<file path="src/rtl/sw_debounce_pkg.sv">
// Shared constants and channel state encoding for the sw_debounce switch conditioner.
// The SW_DEBOUNCE_SYNC_EN macro (used by sw_debounce_cell) selects the input synchronizer.
package sw_debounce_pkg;

    localparam int SW_DB_STABLE_DEFAULT = 1_000_000;
    localparam int SW_DB_SYNC_STAGES    = 2;

    typedef enum logic {
        ST_STABLE   = 1'b0,
        ST_CHANGING = 1'b1
    } db_state_e;

endpackage

</file>
<file path="src/rtl/sw_debounce_cell.sv">
// One debounce channel: optional two-flop synchronizer, STABLE/CHANGING FSM and edge pulses.
// Define SW_DEBOUNCE_SYNC_EN to insert the synchronizer on real board inputs.
module sw_debounce_cell
    import sw_debounce_pkg::*;
#(
    parameter int STABLE_CYCLES = SW_DB_STABLE_DEFAULT,
    parameter int CNT_W         = 20
) (
    input  logic clk,
    input  logic rst_n,
    input  logic sw,
    input  logic valid,
    output logic db,
    output logic rise,
    output logic fall
);

    localparam logic [CNT_W-1:0] CNT_ZERO = {CNT_W{1'b0}};
    localparam logic [CNT_W-1:0] CNT_ONE  = CNT_W'(1);
    localparam logic [CNT_W-1:0] CNT_LAST = CNT_W'(STABLE_CYCLES - 1);

    logic             samp_s;
    db_state_e        state_r;
    logic [CNT_W-1:0] cnt_r;
    logic             db_r;
    logic             rise_r;
    logic             fall_r;

`ifdef SW_DEBOUNCE_SYNC_EN
    logic [SW_DB_SYNC_STAGES-1:0] sync_r;

    // Two-flop synchronizer bringing the asynchronous switch into the clock domain
    always_ff @(posedge clk) begin
        if (!rst_n) begin
            sync_r <= {SW_DB_SYNC_STAGES{1'b0}};
        end else begin
            sync_r <= {sync_r[SW_DB_SYNC_STAGES-2:0], sw};
        end
    end

    assign samp_s = sync_r[SW_DB_SYNC_STAGES-1];
`else
    assign samp_s = sw;
`endif

    // Debounce FSM: the first differing sample already counts as one stable cycle
    always_ff @(posedge clk) begin
        if (!rst_n) begin
            state_r <= ST_STABLE;
            cnt_r   <= CNT_ZERO;
            db_r    <= 1'b0;
            rise_r  <= 1'b0;
            fall_r  <= 1'b0;
        end else begin
            rise_r <= 1'b0;
            fall_r <= 1'b0;
            case (state_r)
                ST_STABLE: begin
                    if (samp_s != db_r) begin
                        state_r <= ST_CHANGING;
                        cnt_r   <= CNT_ONE;
                    end else begin
                        cnt_r   <= CNT_ZERO;
                    end
                end
                ST_CHANGING: begin
                    if (samp_s == db_r) begin
                        state_r <= ST_STABLE;
                        cnt_r   <= CNT_ZERO;
                    end else if (cnt_r == CNT_LAST) begin
                        state_r <= ST_STABLE;
                        cnt_r   <= CNT_ZERO;
                        db_r    <= samp_s;
                        rise_r  <= valid & samp_s;
                        fall_r  <= valid & ~samp_s;
                    end else begin
                        cnt_r   <= cnt_r + CNT_ONE;
                    end
                end
                default: begin
                    state_r <= ST_STABLE;
                    cnt_r   <= CNT_ZERO;
                end
            endcase
        end
    end

    assign db   = db_r;
    assign rise = rise_r;
    assign fall = fall_r;

endmodule

</file>
<file path="src/rtl/sw_debounce.sv">
// Multi-channel switch debouncer with startup settling flag; SW_VALID gates the edge pulses.
// Build option: SW_DEBOUNCE_SYNC_EN adds a two-flop synchronizer per channel.
module sw_debounce
    import sw_debounce_pkg::*;
#(
    parameter int N_SW          = 2,
    parameter int STABLE_CYCLES = SW_DB_STABLE_DEFAULT,
    parameter int CNT_W         = 20
) (
    input  logic            CLOCK_50,
    input  logic            RST_n,
    input  logic [N_SW-1:0] SW,
    output logic [N_SW-1:0] SW_DB,
    output logic [N_SW-1:0] SW_RISE,
    output logic [N_SW-1:0] SW_FALL,
    output logic            SW_VALID
);

    localparam logic [CNT_W-1:0] VALID_AT = CNT_W'(STABLE_CYCLES + 2);
    localparam logic [CNT_W-1:0] CNT_ONE  = CNT_W'(1);

    logic [CNT_W-1:0] start_cnt_r;
    logic             valid_r;

    // Startup counter: SW_VALID rises on the (STABLE_CYCLES+3)-th edge after release and holds
    always_ff @(posedge CLOCK_50) begin
        if (!RST_n) begin
            start_cnt_r <= {CNT_W{1'b0}};
            valid_r     <= 1'b0;
        end else if (!valid_r) begin
            if (start_cnt_r == VALID_AT) begin
                valid_r     <= 1'b1;
            end else begin
                start_cnt_r <= start_cnt_r + CNT_ONE;
            end
        end else begin
            valid_r <= 1'b1;
        end
    end

    assign SW_VALID = valid_r;

    for (genvar g = 0; g < N_SW; g++) begin : g_ch
        sw_debounce_cell #(
            .STABLE_CYCLES (STABLE_CYCLES),
            .CNT_W         (CNT_W)
        ) u_cell (
            .clk   (CLOCK_50),
            .rst_n (RST_n),
            .sw    (SW[g]),
            .valid (valid_r),
            .db    (SW_DB[g]),
            .rise  (SW_RISE[g]),
            .fall  (SW_FALL[g])
        );
    end

endmodule

</file>
<file path="config.mk">
export PLATFORM = sky130hd
export DESIGN_NAME = sw_debounce
export DESIGN_NICKNAME = d
export VERILOG_FILES = /design/src/rtl/sw_debounce_pkg.sv /design/src/rtl/sw_debounce_cell.sv /design/src/rtl/sw_debounce.sv
export SDC_FILE = /design/constraint.sdc
export NUM_CORES = 1
export LEC_CHECK = 0
export ABC_AREA = 1
export CORE_MARGIN = 1.5
export CORE_UTILIZATION = 60
export DETAILED_ROUTE_END_ITERATION = 8
export HOLD_SLACK_MARGIN = 0.1
export PLACE_DENSITY_LB_ADDON = 0.25
export SETUP_SLACK_MARGIN = 0.05
export SYNTH_ARGS = -nofsm -noshare
export SYNTH_HDL_FRONTEND = slang
export SYNTH_SLANG_ARGS = --single-unit
</file>
<file path="constraint.sdc">
create_clock -name CLOCK_50 -period 2.05 [get_ports CLOCK_50]
set_input_delay 0.205 -clock CLOCK_50 [delete_from_list [all_inputs] [get_ports CLOCK_50]]
set_output_delay 0.205 -clock CLOCK_50 [all_outputs]
set_load 0.01 [all_outputs]
</file>
* After elaboration in Yosys (flattened, before gate mapping) *
Index checks and enable logic that the tools add are counted.

storage, ports and cells
  output and inout port bits = 7
  word-level logic and storage cells = 60
  register bits after elaboration = 69
  input port bits = 4

operators by class
  reduce and logical (&&, ||, !) cells = 5
  add/subtract/negate cells = 3
  bitwise operators = 15
  equal/unequal tests = 7
  mux-type cells = 18

operator list
  kind                                                             count
  20-bit 2-to-1 mux                                                4
  20-bit one-hot mux with 2 select lines                           2
  20-bit by 1-bit adder with 20-bit output, second input constant  3
  20-bit equality test, second input constant                      3
  1-bit NOT                                                        11
  1-bit 2-to-1 mux                                                 10
  4-bit OR reduction                                               2
  3-bit AND reduction                                              2
  1-bit bitwise AND                                                4
  1-bit one-hot mux with 2 select lines                            2
  1-bit equality test                                              2
  1-bit inequality test                                            2
  2-bit AND reduction                                              1

* Logic depth before layout (Yosys ltp) *
  depth after elaboration = 4
  mapped depth = 11
  gate-level depth less buffers = 11

* Cells and area by module *
Synthesis repeated with hierarchy kept, for this count alone.

second synthesis, totals
  cell total of the unflattened synthesis = 609
  area total of the unflattened synthesis = 3906.2 um^2

modules (own cells, without submodules)
  module            times used  area an instance (um^2)  sequential area each (um^2)  cells an instance
  sw_debounce_cell  2           1233.7                   480.5                        185
  sw_debounce       1           1438.9                   420.4                        239

* Least setup slack after synthesis *
OpenSTA, ideal clock, no wires.

  path type = register -> register
  from = reg g_ch[1].u_cell.cnt_r[0]
  to = reg g_ch[1].u_cell.cnt_r[13]
  period minus slack after synthesis = 1504 ps
  stages on the path, launching flop included = 10
  path buffers = 1
  setup slack = 546 ps
  data arrival time = 1391 ps
  setup time = 113 ps
  data required time = 1937 ps
  path through = dfxtp_1 ha_1 nand2_1 nor2_2 nand3_1 o21ai_1 buf_2 inv_1 nand2_1 nor2_1

between the ends
  cells in the longest elaborated chain, start to end = 4
  elaborated cells between the ends (all ways) = 5
  classes of those cells = add/sub: 1; eq/ne: 1; mux: 3

RTL lines
  item                                                                                     RTL line                                        source
  start, declared                                                                          sw_debounce_cell.sv:24                          logic [CNT_W-1:0] cnt_r;
  start signal, assigned                                                                   sw_debounce_cell.sv:77                          cnt_r <= cnt_r + CNT_ONE;
  20-bit by 1-bit adder with 20-bit output / 20-bit equality test (equally long branches)  sw_debounce_cell.sv:77, sw_debounce_cell.sv:70
  20-bit 2-to-1 mux (*)                                                                    sw_debounce_cell.sv:70                          end else if (cnt_r == CNT_LAST) begin
  20-bit 2-to-1 mux (*)                                                                    sw_debounce_cell.sv:67                          if (samp_s == db_r) begin
  20-bit one-hot mux with 2 select lines (*)                                               sw_debounce_cell.sv:57                          case (state_r)

Every way passes the cells marked *; elsewhere a longest branch is shown, timed or not.
A chain may end at the register's enable or synchronous reset.

* Worst setup path in the final report *
Same ends and word-level chain as after synthesis.

==> run_results.csv <==
group,metric,value,unit
sta,finalSetupViolations,0,
placement,hpwl,5160,microns
global_route,grt_util_all_layers,24.17,%
yosys,syn_avg_cell_area,6.890,sq um
yosys,synthArstFlopShare,0,%
yosys,synth_top_area_share,38.19,%
pwr,p_seq_share,55.9,%
critical_path,cp_max_fo,20,
final_layout,nets,542,
critical_path,required,2.28,ns
yosys,synth.area.top_cells,"dfxtp_1 38%, nand2_1 14%, nor2_1 8.6%",
yosys,syn_nets,533,
clock_network,cts_resized,0,
sta,max_freq,562.9,MHz
yosys,synth_area,3617,sq um
floorplanning,dieArea,6504,sq um
status,run_status,"finished, final reports clean",
global_route,grt_overflow,0,
floorplanning,initial_core_util,61.46,%
global_route,grt_pass1_wl,12280,microns
pwr,finalPower,0.002439,W
sta,period_share,86.66,%
route,drt_iter0_drc,132,
floorplanning,die_w,80.65,microns
pwr,pwr-share-comb,3.0,%
placement,place.gp.congestion,0.8926,
yosys,synth_common_cells,"136 x nand2_1, 83 x nor2_1, 69 x dfxtp_1, 57 x inv_1, 25 x nor3_1",
pwr,p_leak,1.316,nW
placement,numPortBuffers,10,
clock_network,post_cts_buffers,0,
clock_network,cts_sinks,69,
floorplanning,rows,28,
yosys,ys_seq_area_share,38.19,%
clock_network,clk_latency,0.34,ns
final_layout,post-route-util,66.26,%
critical_path,crit_type,"register to register",
pwr,peakVddDrop,398.1,uV
sta,relSlewSlack,72.69,%
job,cap_violations,0,
final_layout,diodes,0,
sta,skew,0.007541,ns
final_layout,drive_above_1_share,8.349,%
worst_hold_path,holdCritPathClass,"register to register",
yosys,ys.flop_type,"dfxtp_1",
critical_path,startpoint_type,"register",
yosys,synth_cell_types,32,
route,drt_first_pass_iters,4,
route,remaining_drc_errors,0,
clock_network,htreeDepth,3,
pwr,p_switching,0.0005598,W
yosys,synth_edf_count,0,
critical_path,end_kind,"register",
sta,hold_viol,0,
placement,placed_area,3722,sq um
yosys,ys_ff_latch,69,
global_route,antenna_found_initial,0,
pwr,power.density,625.4,nW/um^2
worst_hold_path,hold_depth,2,
critical_path,crit_path_top_delay_cell,"dfxtp_1",
critical_path,arrival,2.01,ns
sta,rsz0062_at_grt,"false",
pwr,power.share.switching,22.95,%
yosys,synthCells,525,
route,ant_nets,0,
critical_path,path_cells,"ha_1 -> nand2_1 -> nor2_2 -> nand3_1 -> o21ai_1 -> buf_4 -> inv_1 -> nand2_1 -> nor2_1",
clock_network,cts_made_buffers,9,
route,vias,3202,
pwr,p_int,0.001879,W
yosys,yosysTopAreaCell,"dfxtp_1",
sta,period_minus_slack,1.776,ns
critical_path,cpPeakStageDelay,0.41,ns
floorplanning,ios,11,
critical_path,ff2ff_path_depth,9,
sta,fin_tns_setup,0,ns
clock_network,clkTransAtPathRegs,0.07,ns
clock_network,cts_tree,"yes",
floorplanning,die-height,80.65,microns
critical_path,worst_path_most_repeated_cell,"nand2_1",
route,wl_per_cell,11.41,microns
final_layout,areaGrowthSynthToFinish,7.817,%
final_layout,postLayoutCellArea,3900,sq um
sta,tightest_slew,0.4091,ns
global_route,grt_pass1_vias,2896,
sta,fin_ws,0.2735,ns
global_route,grt_max_degree,21,
route,finalWirelength,7006,microns
pwr,p_clk_share,41.2,%
clock_network,cts_root_buf,"clkbuf_8",
sta,slew_viol_final,0,
clock_network,cts.path.max_buffers,2,
clock_network,cts_hold_buf,0,
floorplanning,core,5886,sq um
yosys,post-synth-top-count-cell,"nand2_1",
yosys,yosysWarnings,0,
placement,post-place-ws,0.1711,ns
route,viasPerCell,5.215,
==> state kept, by name, indices dropped and copies added, names as in the netlist <==
name	count
g_ch.u_cell.rise	2
g_ch.u_cell.fall	2
start_cnt_r	20
SW_VALID	1
g_ch.u_cell.state_r	2
g_ch.u_cell.cnt_r	40
g_ch.u_cell.db	2
==> path summary, 6_finish.rpt <==
| path | from | endpoint | slack (ns) |
|---|---|---|---|
| max | g_ch[1].u_cell.cnt_r[0]$_SDFF_PN0_ | g_ch[1].u_cell.cnt_r[13]$_SDFF_PP0_ | 0.27 |
| min | g_ch[1].u_cell.cnt_r[19]$_SDFF_PP0_ | g_ch[1].u_cell.cnt_r[19]$_SDFF_PP0_ | 0.46 |
| max reg2reg | g_ch[1].u_cell.cnt_r[0]$_SDFF_PN0_ | g_ch[1].u_cell.cnt_r[13]$_SDFF_PP0_ | 0.27 |
| min reg2reg | g_ch[1].u_cell.cnt_r[19]$_SDFF_PP0_ | g_ch[1].u_cell.cnt_r[19]$_SDFF_PP0_ | 0.46 |
==> routing by layer <==
layer  GRT usage, %  routed length (microns)  share of wire (%)
met1          28.99                     3265                 47
met3          6.250                      257                3.7
met2          42.18                     3411                 49
met5              0                        0                  0
met4          7.069                       72                1.0
==> cells by family (layout without fill, tap and decap cells) <==
kind of cell | Yosys count | after routing | share of synthesized area [%]
simple gates | 308 | 308 | 37.74
buf+inv | 73 | 87 | 9.167
flops | 69 | 69 | 38.19
compound gates | 45 | 45 | 7.229
xor+xnor | 26 | 26 | 6.295
fa+ha+maj | 4 | 4 | 1.384
==> per-stage QoR <==
stage	hold WS (ns)	std cells
4_1_cts	0.4689	614
6_report	0.4624	614
3_3_place_gp	0.4502	598
5_1_grt	0.4811	614
3_5_place_dp	0.4601	598
2_1_floorplan	0.3297	525
==> power by group through the flow <==
stage	Sequential (W)	Clock (W)	Combinational, W
5_1_grt	0.00136	0.00108	0.0000812
2_1_floorplan	0.00139	0	0.0000525
3_5_place_dp	0.00139	0	0.0000726
3_3_place_gp	0.00139	0	0.0000715
6_report	0.00136	0.00100	0.0000723
4_1_cts	0.00136	0.00102	0.0000734
==> final cells by class <==
cell class	instances	area, sq um
inverter	58	220.2
clock inverter	4	22.52
multi-input combinational	383	1904
timing repair buffer	13	122.6
tap	75	93.84
clock buffer	12	155.1
sequential	69	1381
fill	497	1986
==> layout by cell type (no fill, tap or decap), types with 2 or more instances in the layout <==
master           netlist  final
nand2_1              136    136
nor2_1                83     83
dfxtp_1               69     69
inv_1                 57     57
nor3_1                25     25
nand3_1               23     23
a21oi_1               23     23
xnor2_1               14     14
xor2_1                12     12
nand4_1               11     11
o21ai_0               11     11
clkbuf_8               0     11
clkdlybuf4s50_1        0     10
a21oi_2                9      9
nand3b_1               7      7
nor2_2                 6      6
nor3b_1                4      4
ha_1                   4      4
clkinv_2               0      3
buf_4                  8      3
nor3_2                 2      2
nand3_2                2      2
or2_2                  2      2
nor2_4                 2      2
==> worst max-delay path: cells and delay by family (launching register included) <==
| family | cells | cell delay (ns) |
|---|---|---|
| AND/OR/NAND/NOR | 5 | 0.50 |
| flip-flops | 1 | 0.41 |
| buffers and inverters | 2 | 0.34 |
| adder cells (fa/ha/maj) | 1 | 0.26 |
| AO/OA/AOI/OAI | 1 | 0.16 |
Note: power is estimated with default switching activity, not from simulation.
